<file path="src/rtl/meissa_column_ctrl_if.sv">
// Bus bundle between the meissa column sequencer and its environment.
// slave: the controller; master: fetch buffers, column and result consumer.
interface meissa_column_ctrl_if #(
    parameter int unsigned COLUMN_WIDTH = 9,
    parameter int unsigned DATA_WIDTH   = 16,
    parameter int unsigned MAC_WIDTH    = 32,
    parameter int unsigned CNT_WIDTH    = 8
);
    localparam int unsigned LW = DATA_WIDTH * COLUMN_WIDTH;
    localparam int unsigned MW = MAC_WIDTH * COLUMN_WIDTH;

    logic                 start;
    logic [CNT_WIDTH-1:0] k_len;
    logic                 busy;
    logic                 done;
    logic                 in_valid;
    logic                 in_ready;
    logic [LW-1:0]        in_data;
    logic [LW-1:0]        in_weight;
    logic                 pe_clear;
    logic [LW-1:0]        pe_datain;
    logic [LW-1:0]        pe_weight;
    logic [MW-1:0]        pe_maccout;
    logic                 out_valid;
    logic                 out_ready;
    logic [MW-1:0]        out_data;

    modport slave (
        input  start, k_len, in_valid, in_data, in_weight, pe_maccout, out_ready,
        output busy, done, in_ready, pe_clear, pe_datain, pe_weight, out_valid, out_data
    );

    modport master (
        output start, k_len, in_valid, in_data, in_weight, pe_maccout, out_ready,
        input  busy, done, in_ready, pe_clear, pe_datain, pe_weight, out_valid, out_data
    );
endinterface

</file>
<file path="src/rtl/meissa_column_ctrl.sv">
// Job sequencer for one meissa_column: clear, feed k_len beats, flush, hand off.
// Define MEISSA_COLUMN_CTRL_RELU_EN to zero negative lanes at result capture.
module meissa_column_ctrl #(
    parameter int unsigned ROW_WIDTH    = 8,
    parameter int unsigned COLUMN_WIDTH = 9,
    parameter int unsigned DATA_WIDTH   = 16,
    parameter int unsigned MAC_WIDTH    = 32,
    parameter int unsigned CNT_WIDTH    = 8,
    parameter int unsigned PE_LAT       = 2
) (
    input  logic                  clk,
    input  logic                  reset,
    meissa_column_ctrl_if.slave   bus
);
    localparam int unsigned LW = DATA_WIDTH * COLUMN_WIDTH;
    localparam int unsigned MW = MAC_WIDTH * COLUMN_WIDTH;
    localparam int unsigned FW = (PE_LAT > 1) ? $clog2(PE_LAT) : 1;

    // ROW_WIDTH only sizes the PEs themselves; nothing to do here.
    if (ROW_WIDTH == 0) begin : g_no_rows
    end

    typedef enum logic [2:0] {S_IDLE, S_CLEAR, S_FEED, S_FLUSH, S_HOLD} state_t;

    state_t               state, state_d;
    logic [CNT_WIDTH-1:0] k_len_q, k_len_d;
    logic [CNT_WIDTH-1:0] beat_cnt, beat_d;
    logic [FW-1:0]        flush_cnt, flush_d;
    logic [LW-1:0]        datain_d, weight_d;
    logic [MW-1:0]        out_data_d, captured;
    logic                 out_valid_d, done_d;
    logic                 beat;

    assign beat = bus.in_valid & bus.in_ready;

    // Result capture path, optionally rectifying each lane.
    always_comb begin
        captured = bus.pe_maccout;
`ifdef MEISSA_COLUMN_CTRL_RELU_EN
        for (int i = 0; i < int'(COLUMN_WIDTH); i++) begin
            if (bus.pe_maccout[MAC_WIDTH*i + MAC_WIDTH-1])
                captured[MAC_WIDTH*i +: MAC_WIDTH] = '0;
        end
`else
`endif
    end

    always_comb begin
        state_d     = state;
        k_len_d     = k_len_q;
        beat_d      = beat_cnt;
        flush_d     = flush_cnt;
        datain_d    = '0;
        weight_d    = '0;
        out_data_d  = bus.out_data;
        out_valid_d = bus.out_valid;
        done_d      = 1'b0;
        case (state)
            S_IDLE: begin
                if (bus.start) begin
                    k_len_d = bus.k_len;
                    beat_d  = '0;
                    flush_d = '0;
                    state_d = S_CLEAR;
                end
            end
            S_CLEAR: state_d = (k_len_q == '0) ? S_FLUSH : S_FEED;
            S_FEED: begin
                if (beat) begin
                    datain_d = bus.in_data;
                    weight_d = bus.in_weight;
                    beat_d   = beat_cnt + CNT_WIDTH'(1);
                    if (beat_cnt + CNT_WIDTH'(1) == k_len_q)
                        state_d = S_FLUSH;
                end
            end
            S_FLUSH: begin
                if (flush_cnt == FW'(PE_LAT - 1)) begin
                    out_data_d  = captured;
                    out_valid_d = 1'b1;
                    state_d     = S_HOLD;
                end else begin
                    flush_d = flush_cnt + FW'(1);
                end
            end
            S_HOLD: begin
                if (bus.out_ready) begin
                    out_valid_d = 1'b0;
                    done_d      = 1'b1;
                    state_d     = S_IDLE;
                end
            end
            default: state_d = S_IDLE;
        endcase
    end

    // Status outputs are registered copies of the next-state decode.
    always_ff @(posedge clk) begin
        if (reset) begin
            state         <= S_IDLE;
            k_len_q       <= '0;
            beat_cnt      <= '0;
            flush_cnt     <= '0;
            bus.busy      <= 1'b0;
            bus.done      <= 1'b0;
            bus.in_ready  <= 1'b0;
            bus.pe_clear  <= 1'b0;
            bus.pe_datain <= '0;
            bus.pe_weight <= '0;
            bus.out_valid <= 1'b0;
            bus.out_data  <= '0;
        end else begin
            state         <= state_d;
            k_len_q       <= k_len_d;
            beat_cnt      <= beat_d;
            flush_cnt     <= flush_d;
            bus.busy      <= (state_d != S_IDLE);
            bus.done      <= done_d;
            bus.in_ready  <= (state_d == S_FEED);
            bus.pe_clear  <= (state_d == S_CLEAR);
            bus.pe_datain <= datain_d;
            bus.pe_weight <= weight_d;
            bus.out_valid <= out_valid_d;
            bus.out_data  <= out_data_d;
        end
    end
endmodule

</file>
<file path="src/flat_wrapper.sv">
// flat-port wrapper written by rule: the top's interface ports become plain ports
module meissa_column_ctrl_flat 
#(
    parameter int unsigned ROW_WIDTH    = 8,
    parameter int unsigned COLUMN_WIDTH = 9,
    parameter int unsigned DATA_WIDTH   = 16,
    parameter int unsigned MAC_WIDTH    = 32,
    parameter int unsigned CNT_WIDTH    = 8,
    parameter int unsigned PE_LAT       = 2
)
  (clk, reset, bus_start, bus_k_len, bus_in_valid, bus_in_data, bus_in_weight, bus_pe_maccout, bus_out_ready, bus_busy, bus_done, bus_in_ready, bus_pe_clear, bus_pe_datain, bus_pe_weight, bus_out_valid, bus_out_data);
  meissa_column_ctrl_if #(.COLUMN_WIDTH(COLUMN_WIDTH), .DATA_WIDTH(DATA_WIDTH), .MAC_WIDTH(MAC_WIDTH), .CNT_WIDTH(CNT_WIDTH)) bus_i ();
  input  logic clk;
  input  logic reset;
  input wire logic [$bits(bus_i.start)-1:0] bus_start;
  input wire logic [$bits(bus_i.k_len)-1:0] bus_k_len;
  input wire logic [$bits(bus_i.in_valid)-1:0] bus_in_valid;
  input wire logic [$bits(bus_i.in_data)-1:0] bus_in_data;
  input wire logic [$bits(bus_i.in_weight)-1:0] bus_in_weight;
  input wire logic [$bits(bus_i.pe_maccout)-1:0] bus_pe_maccout;
  input wire logic [$bits(bus_i.out_ready)-1:0] bus_out_ready;
  output wire logic [$bits(bus_i.busy)-1:0] bus_busy;
  output wire logic [$bits(bus_i.done)-1:0] bus_done;
  output wire logic [$bits(bus_i.in_ready)-1:0] bus_in_ready;
  output wire logic [$bits(bus_i.pe_clear)-1:0] bus_pe_clear;
  output wire logic [$bits(bus_i.pe_datain)-1:0] bus_pe_datain;
  output wire logic [$bits(bus_i.pe_weight)-1:0] bus_pe_weight;
  output wire logic [$bits(bus_i.out_valid)-1:0] bus_out_valid;
  output wire logic [$bits(bus_i.out_data)-1:0] bus_out_data;
  assign bus_i.start = bus_start;
  assign bus_i.k_len = bus_k_len;
  assign bus_i.in_valid = bus_in_valid;
  assign bus_i.in_data = bus_in_data;
  assign bus_i.in_weight = bus_in_weight;
  assign bus_i.pe_maccout = bus_pe_maccout;
  assign bus_i.out_ready = bus_out_ready;
  assign bus_busy = bus_i.busy;
  assign bus_done = bus_i.done;
  assign bus_in_ready = bus_i.in_ready;
  assign bus_pe_clear = bus_i.pe_clear;
  assign bus_pe_datain = bus_i.pe_datain;
  assign bus_pe_weight = bus_i.pe_weight;
  assign bus_out_valid = bus_i.out_valid;
  assign bus_out_data = bus_i.out_data;
  meissa_column_ctrl #(.ROW_WIDTH(ROW_WIDTH), .COLUMN_WIDTH(COLUMN_WIDTH), .DATA_WIDTH(DATA_WIDTH), .MAC_WIDTH(MAC_WIDTH), .CNT_WIDTH(CNT_WIDTH), .PE_LAT(PE_LAT)) u_core (.clk(clk), .reset(reset), .bus(bus_i));
endmodule
</file>
<file path="config.mk">
export PLATFORM = sky130hd
export DESIGN_NAME = meissa_column_ctrl_flat
export DESIGN_NICKNAME = d
export VERILOG_FILES = /design/src/rtl/meissa_column_ctrl_if.sv /design/src/rtl/meissa_column_ctrl.sv /design/src/flat_wrapper.sv
export SDC_FILE = /design/constraint.sdc
export NUM_CORES = 1
export LEC_CHECK = 0
export BUFFER_PORTS_ARGS = -buffer_cell sky130_fd_sc_hd__buf_4
export CAP_MARGIN = 0
export CORE_AREA = 2 2 455 457
export CTS_CLUSTER_DIAMETER = 30
export CTS_CLUSTER_SIZE = 16
export DETAILED_ROUTE_END_ITERATION = 16
export DIE_AREA = 0 0 457 459
export PLACE_DENSITY = 0.3
export SETUP_SLACK_MARGIN = 0.05
export SLEW_MARGIN = 20
export SYNTH_ARGS = -nofsm -noshare
export SYNTH_HDL_FRONTEND = slang
export SYNTH_SLANG_ARGS = --single-unit
</file>
<file path="constraint.sdc">
create_clock -name clk -period 2.1 [get_ports clk]
set_clock_uncertainty 0.15 [all_clocks]
set_input_delay 0.525 -clock clk [delete_from_list [all_inputs] [get_ports clk]]
set_output_delay 0.525 -clock clk [all_outputs]
set_load 0.02 [all_outputs]
</file>
* Word level (Yosys, flattened, before mapping)
Index checks and enable logic that the tools add are counted.
** Word-level totals
- Input port bits :: 589
- Word-level logic and storage cells :: 59
- Output and inout bits :: 581
- Flip-flop bits (word level) :: 601
** Cells by class
- Bitwise gates (word level) :: 4
- Add/subtract/negate cells :: 2
- Reduce and logical (&&, ||, !) cells :: 13
- Muxes and demuxes :: 17
- Equal/unequal tests :: 11
** Operators by type and width (count)
- 8-bit 2-to-1 mux :: 2
- 8-bit one-hot mux with 2 select lines :: 1
- 3-bit 2-to-1 mux :: 5
- 3-bit one-hot mux with 5 select lines :: 1
- 3-bit by 2-bit == test with 1-bit output, second input constant :: 3
- 8-bit by 1-bit adder with 8-bit output, second input constant :: 1
- 8-bit == test :: 1
- 8-bit logical NOT :: 1
- 3-bit by 1-bit == test with 1-bit output, second input constant :: 2
- 1-bit 2-to-1 mux :: 6
- 2-bit AND reduction :: 3
- 3-bit AND reduction :: 2
- 2-bit nonzero test :: 3
- 2-bit by 1-bit != test with 1-bit output, second input constant :: 2
- 2-bit != test, second input constant :: 2
- 1-bit one-hot mux with 2 select lines :: 2
- 3-bit == test, second input constant :: 1
- 3-bit logical NOT :: 1
- 1-bit inverter :: 3
- 3-bit nonzero test :: 1
- 3-bit OR reduction :: 1
- 2-bit OR reduction :: 1
- 1-bit adder, second input constant :: 1
- 1-bit AND :: 1

* Depth between registers and ports, before layout
Gate-level depths: netlist (run 1).
- Depth after elaboration :: 6
- Mapped depth :: 8

* Worst setup path before layout (run 1)
OpenSTA, ideal clock, no wires.
- Path kind :: register -> register
- From :: register u_core.beat_cnt[0]
- To :: register u_core.bus.in_ready
- Cell stages (with the launch flop) :: 8
- Data arrival time :: 1.754 ns
- Buffers on the path :: 1
- Slack :: 0.081 ns
- Required time :: 1.835 ns
- Path through :: dfxtp_1 > ha_1 > and3_1 > clkbuf_1 > nand4_1 > a221oi_2 > a31oi_1 > and2_1
** On the way
- Longest elaborated chain between the ends :: 6
** Ends and longest elaborated chain
- start: declaration :: line meissa_column_ctrl.sv:27 : logic [CNT_WIDTH-1:0] beat_cnt, beat_d;
- start signal: assignment :: line meissa_column_ctrl.sv:115 : beat_cnt <= beat_d;
- 8-bit by 1-bit adder with 8-bit output :: line meissa_column_ctrl.sv:73 : if (beat_cnt + CNT_WIDTH'(1) == k_len_q)
- 8-bit == test :: line meissa_column_ctrl.sv:73
- 3-bit 2-to-1 mux :: line meissa_column_ctrl.sv:73
- 3-bit 2-to-1 mux :: line meissa_column_ctrl.sv:69 : if (beat) begin
- 3-bit one-hot mux with 5 select lines :: line meissa_column_ctrl.sv:58 : case (state)
- 3-bit by 2-bit == test with 1-bit output :: line meissa_column_ctrl.sv:119 : bus.in_ready <= (state_d == S_FEED);
- end signal: assignment :: line meissa_column_ctrl.sv:119
- end: declaration :: line meissa_column_ctrl_if.sv:30 : output busy, done, in_ready, pe_clear, pe_datain, pe_weight, out_valid, out_data
No other way between the ends.
A chain may end at the register's enable or synchronous reset.

* Worst setup path in the final report (run 1)
- From :: register u_core.bus.out_data[140]
- To :: output bus_out_data[140]
** RTL lines
- start: declaration :: line meissa_column_ctrl_if.sv:30
- start signal: assignment :: line meissa_column_ctrl.sv:124 : bus.out_data <= out_data_d;
- end: declaration :: line flat_wrapper.sv:29 : output wire logic [$bits(bus_i.out_data)-1:0] bus_out_data;
No word-level cell between the ends.

==> results.toml, run 1 <==
[clock_tree]
tritoncts = "built"
numCtsBuffers = 218
cts_sinks = 601
cts_htree_levels = 4
cts_root_buf = "clkbuf_16"
clock_latency_ns = 0.80
clk_path_buf_depth = 3
path_clk_slew_ns = 0.04

[global_route]
antenna_found_initial = 71
grt_overflow = 0
grt_max_degree = 91
grt_pass1_vias = 23080
grt_pass1_wl_um = 183000
track_usage = 0.124

[logic_synthesis]
synth_top_area_frac = 0.642
synth_edf_count = 0
syn_inst = 2014
yosys.area.top_type = "dfxtp_1"
ys_seq_elements = 601
netlist_top_cells_area = "dfxtp_1 (64%), nand2_1 (12%), and2_1 (9.7%)"
synthArstFlopShare = 0
synth_area_mm2 = 0.0187
yosysWarnings = 0
synthTopCellsByCount = "dfxtp_1 (601), nand2_1 (599), a21oi_1 (301), and2_1 (290), clkbuf_1 (99)"
synth_cell_types = 43
ys_seq_area_frac = 0.642
synth_ff_type = "dfxtp_1"
synth.most_common_cell = "dfxtp_1"
syn_avg_cell_area_um2 = 9.30
syn_nets = 2604

[route]
dr.pass1.iters = 4
routed_wl_um = 136000
route.met3.wl_um = 14000
drtAntennaViolNets = 0
drt-initial-drc-count = 723
num_vias = 21656
viasPerCell = 3.16
met1_length_um = 55900
wl_per_cell_um = 19.8
highest_layer = "met5"
remaining_drc_errors = 0
wl_met2_um = 60600

[sta]
fmax_ghz = 0.492
rsz0062_at_grt = "true"
hold_violations = 0
fin_crit_sh = 0.968
relSlewSlack = 0.664
drv_slew = 0
period_minus_slack_ns = 2.03
worst_pin_slew_ns = 0.502
final-setup-viol-count = 0

[die]
initial_core_util = 0.0911
die_width_um = 457
dieArea_mm2 = 0.210
ioPinCount = 1170
die_h_um = 459
rows = 167
coreArea_mm2 = 0.206

[worst_setup_path]
worstPathCellList = "buf_6"
worstReg2RegEnd = "u_core.bus.in_ready"
crit_path_start_kind = "register"
path_class = "reg2out"
reg2reg_slack_ns = 0.14
reg2reg_depth = 5
cpLargestDelayFamily = "flip-flops"
path_buf_inv = 1
crit_fanout = 2
cp.arrival_ns = 1.36
worstPathRequired_ns = 1.42
end_kind = "output port"
startpoint = "u_core.bus.out_data[140]"
reg2reg_from = "u_core.beat_cnt[0]"
cp_slowest_cell = "dfxtp_4"
critPathMaxStageDelay_ns = 0.41

[min_path]
hold_depth = 5
hold_end = "u_core.beat_cnt[0]"
hold_path.class = "in2reg"
hold_start = "bus_in_valid"

[placed_design]
gp_congestion = 0.792
port-buffer-count = 1169
hpwl_um = 107000
placed_cell_area_mm2 = 0.0312

[power]
max-vdd-ir-drop_mv = 0.759
powerDensity_mw_per_mm2 = 999
total_leakage_power_nw = 19.8
p_total_mw = 46.7

[status]
status = "completed"

[cells_and_area]
finalNetCount = 4534
syn_to_final_growth_pct = 150
layout-drive-gt1-share = 0.462
fill_cells = 22648
design_area_mm2 = 0.0468

[flow_run]
cap_viol_max_count = 0
-- where the power goes --
| group | internal [mW] | total (mW) | leakage, nW | switching (mW) |
|---|---|---|---|---|
| sequential | 11.5 | 11.5 | 4.99 | 0.0425 |
| clock | 23.5 | 32.9 | 3.83 | 9.39 |
| combinational | 1.56 | 2.37 | 10.9 | 0.811 |
-- per-stage QoR --
| stage | setup WS (ns) | hold WS [ns] | TNS [ns] | std cells | utilization |
|---|---|---|---|---|---|
| 2_1_floorplan | 0.0814 | 0.300 | 0 | 2014 | - |
| 3_3_place_gp | -0.0248 | 0.292 | -0.0483 | 5818 | 0.152 |
| 3_5_place_dp | 0.0543 | 0.298 | 0 | 5818 | 0.152 |
| 4_1_cts | -0.0323 | 0.0371 | -0.179 | 6825 | 0.226 |
| 5_1_grt | -0.0178 | 0.147 | -0.0691 | 6855 | 0.227 |
| 6_report | 0.0673 | 0.164 | 0 | 6861 | 0.227 |
-- worst max-delay path by stage --
stage	slack [ns]	to	cells past startpoint
after global placement	-0.02	u_core.beat_cnt[3]	6
after CTS	-0.03	bus_out_data[137]	1
after global routing	-0.02	bus_out_data[137]	1
after floorplan	0.08	u_core.bus.in_ready	7
after detailed placement	0.05	u_core.beat_cnt[4]	6
final	0.07	bus_out_data[140]	1
-- cell families after synthesis --
logic type / Yosys count / share of synthesized area
compound gates: 329 / 0.0904
xor+xnor: 7 / 0.00327
flops: 601 / 0.642
buf+inv: 141 / 0.0309
simple gates: 933 / 0.231
mux: 2 / 0.00107
fa+ha+maj: 1 / 0.000668
-- layout make-up --
class                   count  area (µm²)  share of cell area
inverters                   2        7.51            0.000161
clock inverters            78        1060              0.0226
flip-flops and latches    601       12500               0.267
clock buffers             332        6670               0.143
repair buffers           1849       17000               0.363
multi-input cells        1272        6160               0.132
diodes                     23        57.6             0.00123
well taps                2704        3380              0.0723
-- flip-flops by register name, indices dropped and copies added (netlist names) --
register,count
u_core.beat_cnt,8
u_core.bus.busy,1
u_core.bus.done,1
u_core.bus.in_ready,1
u_core.bus.out_data,288
u_core.bus.out_valid,1
u_core.bus.pe_clear,1
u_core.bus.pe_datain,144
u_core.bus.pe_weight,144
u_core.flush_cnt,1
u_core.k_len_q,8
u_core.state,3
-- layout by cell type, fill, tap and decap left out, drive strengths merged, types with 4 or more instances in the layout --
cell / netlist / routed
a21oi: 301 / 301
a31oi: 5 / 5
and2: 290 / 290
and3: 4 / 4
buf: 40 / 1261
bufinv: 0 / 16
clkbuf: 99 / 333
clkinv: 0 / 60
dfxtp: 601 / 601
diode: 0 / 23
dlygate4sd3: 0 / 587
nand2: 599 / 599
nand3: 4 / 4
nand4: 4 / 4
nor2: 12 / 12
o21ai: 11 / 11
xor2: 4 / 4
-- metal layers --
layer | vias to the layer above | GRT usage
li1 | 10416 | -
met1 | 9879 | 0.144
met2 | 1035 | 0.195
met3 | 294 | 0.0612
met4 | 32 | 0.0487
met5 | - | 0
-- what timing repair did --
action,in CTS,in global routing
setup buffers,10,12
hold buffers,587,0
gates cloned,0,1
setup endpoints to repair,310,99
resized for setup,613,35
endpoints found under the hold margin,590,0
Power figures use the tool's default switching activity.
==> inputs of run 2 (changes only) <==
--- a/config.mk
+++ b/config.mk
@@ -7,11 +7,11 @@
 export LEC_CHECK = 0
 export BUFFER_PORTS_ARGS = -buffer_cell sky130_fd_sc_hd__buf_4
 export CAP_MARGIN = 0
-export CORE_AREA = 2 2 455 457
+export CORE_AREA = 2 2 459 461
 export CTS_CLUSTER_DIAMETER = 30
 export CTS_CLUSTER_SIZE = 16
 export DETAILED_ROUTE_END_ITERATION = 16
-export DIE_AREA = 0 0 457 459
+export DIE_AREA = 0 0 461 463
 export PLACE_DENSITY = 0.3
 export SETUP_SLACK_MARGIN = 0.05
 export SLEW_MARGIN = 20
==> constraint.sdc (replaced) <==
create_clock -name clk -period 2.3 [get_ports clk]
set_clock_uncertainty 0.15 [all_clocks]
set_input_delay 0.575 -clock clk [delete_from_list [all_inputs] [get_ports clk]]
set_output_delay 0.575 -clock clk [all_outputs]
set_load 0.02 [all_outputs]
==> results.toml, run 2 (synthesis results as in run 1) <==
[cells_and_area]
largest_reg_flops = 288
reg_top3 = "u_core.bus.out_data x288, u_core.bus.pe_datain x144, u_core.bus.pe_weight x144"
layout_common_cells = "buf_4 (1208), nand2_1 (599), dlygate4sd3_1 (593)"
multi_input_area_mm2 = 0.00615
seq_area_mm2 = 0.0120
finalNetCount = 4499
fill_cells = 23163
design_area_mm2 = 0.0443
final_util = 0.213
top_register = "u_core.bus.out_data"
layout-drive-gt1-share = 0.391
syn_to_final_growth_pct = 137
final_common_cell = "buf_4"

[power]
clkPwrFrac = 0.686
sw_frac_of_total = 0.226
p_comb_frac = 0.054
max-vdd-ir-drop_mv = 0.740
total_leakage_power_nw = 18.9
powerDensity_mw_per_mm2 = 915
intPower_mw = 31.4
seqPwrFrac = 0.260
switchingPower_mw = 9.18

[worst_setup_path]
path_class = "reg2out"
crit_path_start_kind = "register"
cpLargestDelayFamily = "flip-flops"
path_buf_inv = 1
crit_fanout = 1
cp.arrival_ns = 1.44
cp_slowest_cell = "dfxtp_1"
worstPathCellList = "buf_4"
worstPathRequired_ns = 1.57
end_kind = "output port"
critPathMaxStageDelay_ns = 0.40

[clock_tree]
path_clk_slew_ns = 0.04
numCtsBuffers = 209
cts_root_buf = "clkbuf_16"
clk_path_buf_depth = 3
cts_htree_levels = 4
tritoncts = "built"
clock_latency_ns = 0.83
cts_sinks = 601

[sta]
rsz0062_at_grt = "false"
holdWs_ns = 0.156
fin_setup_tns_ns = 0
setup_slack_ns = 0.137
fmax_ghz = 0.462
fin_crit_sh = 0.940
hold_violations = 0
relSlewSlack = 0.477
worst_pin_slew_ns = 0.779
drv_slew = 0
final-setup-viol-count = 0
period_minus_slack_ns = 2.16

[die]
dieArea_mm2 = 0.213
rows = 168
coreArea_mm2 = 0.209
die_h_um = 463
initial_core_util = 0.0898
ioPinCount = 1170
die_width_um = 461

[route]
drtAntennaViolNets = 0
viasPerCell = 3.09
routed_wl_um = 135000
wl_per_cell_um = 19.6
num_vias = 21372
dr.pass1.iters = 4
drt-initial-drc-count = 665
remaining_drc_errors = 0

[global_route]
grt_max_degree = 101
grt_pass1_vias = 22752
grt_overflow = 0
track_usage = 0.122
grt_pass1_wl_um = 182000
antenna_found_initial = 71

[min_path]
hold_path.class = "in2reg"

[flow_run]
cap_viol_max_count = 0

[placed_design]
gp_congestion = 0.799
port-buffer-count = 1169
placed_cell_area_mm2 = 0.0312
hpwl_um = 107000
preCtsSetupSlack_ns = 0.126

[status]
status = "completed"
## run 2: cell types whose count changed in the layout (fill, tap and decap cells not counted), sizes merged
cell         change
diode            +5
clkinvlp         +4
clkbuf          -29
buf             -31
dlygate4sd3      +6
clkinv           -2
bufinv           -6
## run 2: worst paths after layout
kind	depth (start not counted)	slack, ns	from	to
worst max register to register	7	0.17	u_core.state[0]	u_core.k_len_q[6]
worst max-delay path	1	0.14	u_core.bus.pe_datain[83]	bus_pe_datain[83]
worst min-delay path	4	0.16	bus_start	u_core.bus.busy
worst min register to register	2	0.30	u_core.bus.out_data[44]	u_core.bus.out_data[44]
## run 2: through the flow
stage          power (mW)  instances
6_report             40.6       6909
5_1_grt              42.1       6899
4_1_cts              41.3       6880
3_5_place_dp         12.0       5909
3_3_place_gp         12.0       5909
2_1_floorplan        10.9       2014
## run 2: what timing repair did
action | 4_1_cts | 5_1_grt
hold buffers | 593 | 0
hold endpoints to repair | 595 | 0
gates resized for setup | 15 | 2
pin swaps | 0 | 1
cloned | 0 | 0
buffers inserted | 0 | 1
endpoints found under the setup margin | 14 | 6
## run 2: power groups by stage
| stage | Combinational [mW] | Clock [mW] | Sequential, mW |
|---|---|---|---|
| 4_1_cts | 2.26 | 28.5 | 10.5 |
| 3_3_place_gp | 1.28 | 0 | 10.7 |
| 3_5_place_dp | 1.27 | 0 | 10.7 |
| 2_1_floorplan | 0.192 | 0 | 10.7 |
| 6_report | 2.19 | 27.8 | 10.6 |
| 5_1_grt | 2.36 | 29.2 | 10.5 |
## run 2: area by class of cell
class,instances,share of cell area
Inverter,2,0.000169
Clock buffer,304,0.139
Multi-Input combinational cell,1272,0.139
Tap cell,2805,0.0791
Antenna cell,28,0.00158
Sequential cell,601,0.272
Timing Repair Buffer,1823,0.348
Clock inverter,74,0.0215
## run 2: metal layers
metal,share of wire,GRT usage
met1,0.41,0.139
met2,0.47,0.201
met3,0.098,0.0535
met4,0.028,0.0441
met5,0.0015,0
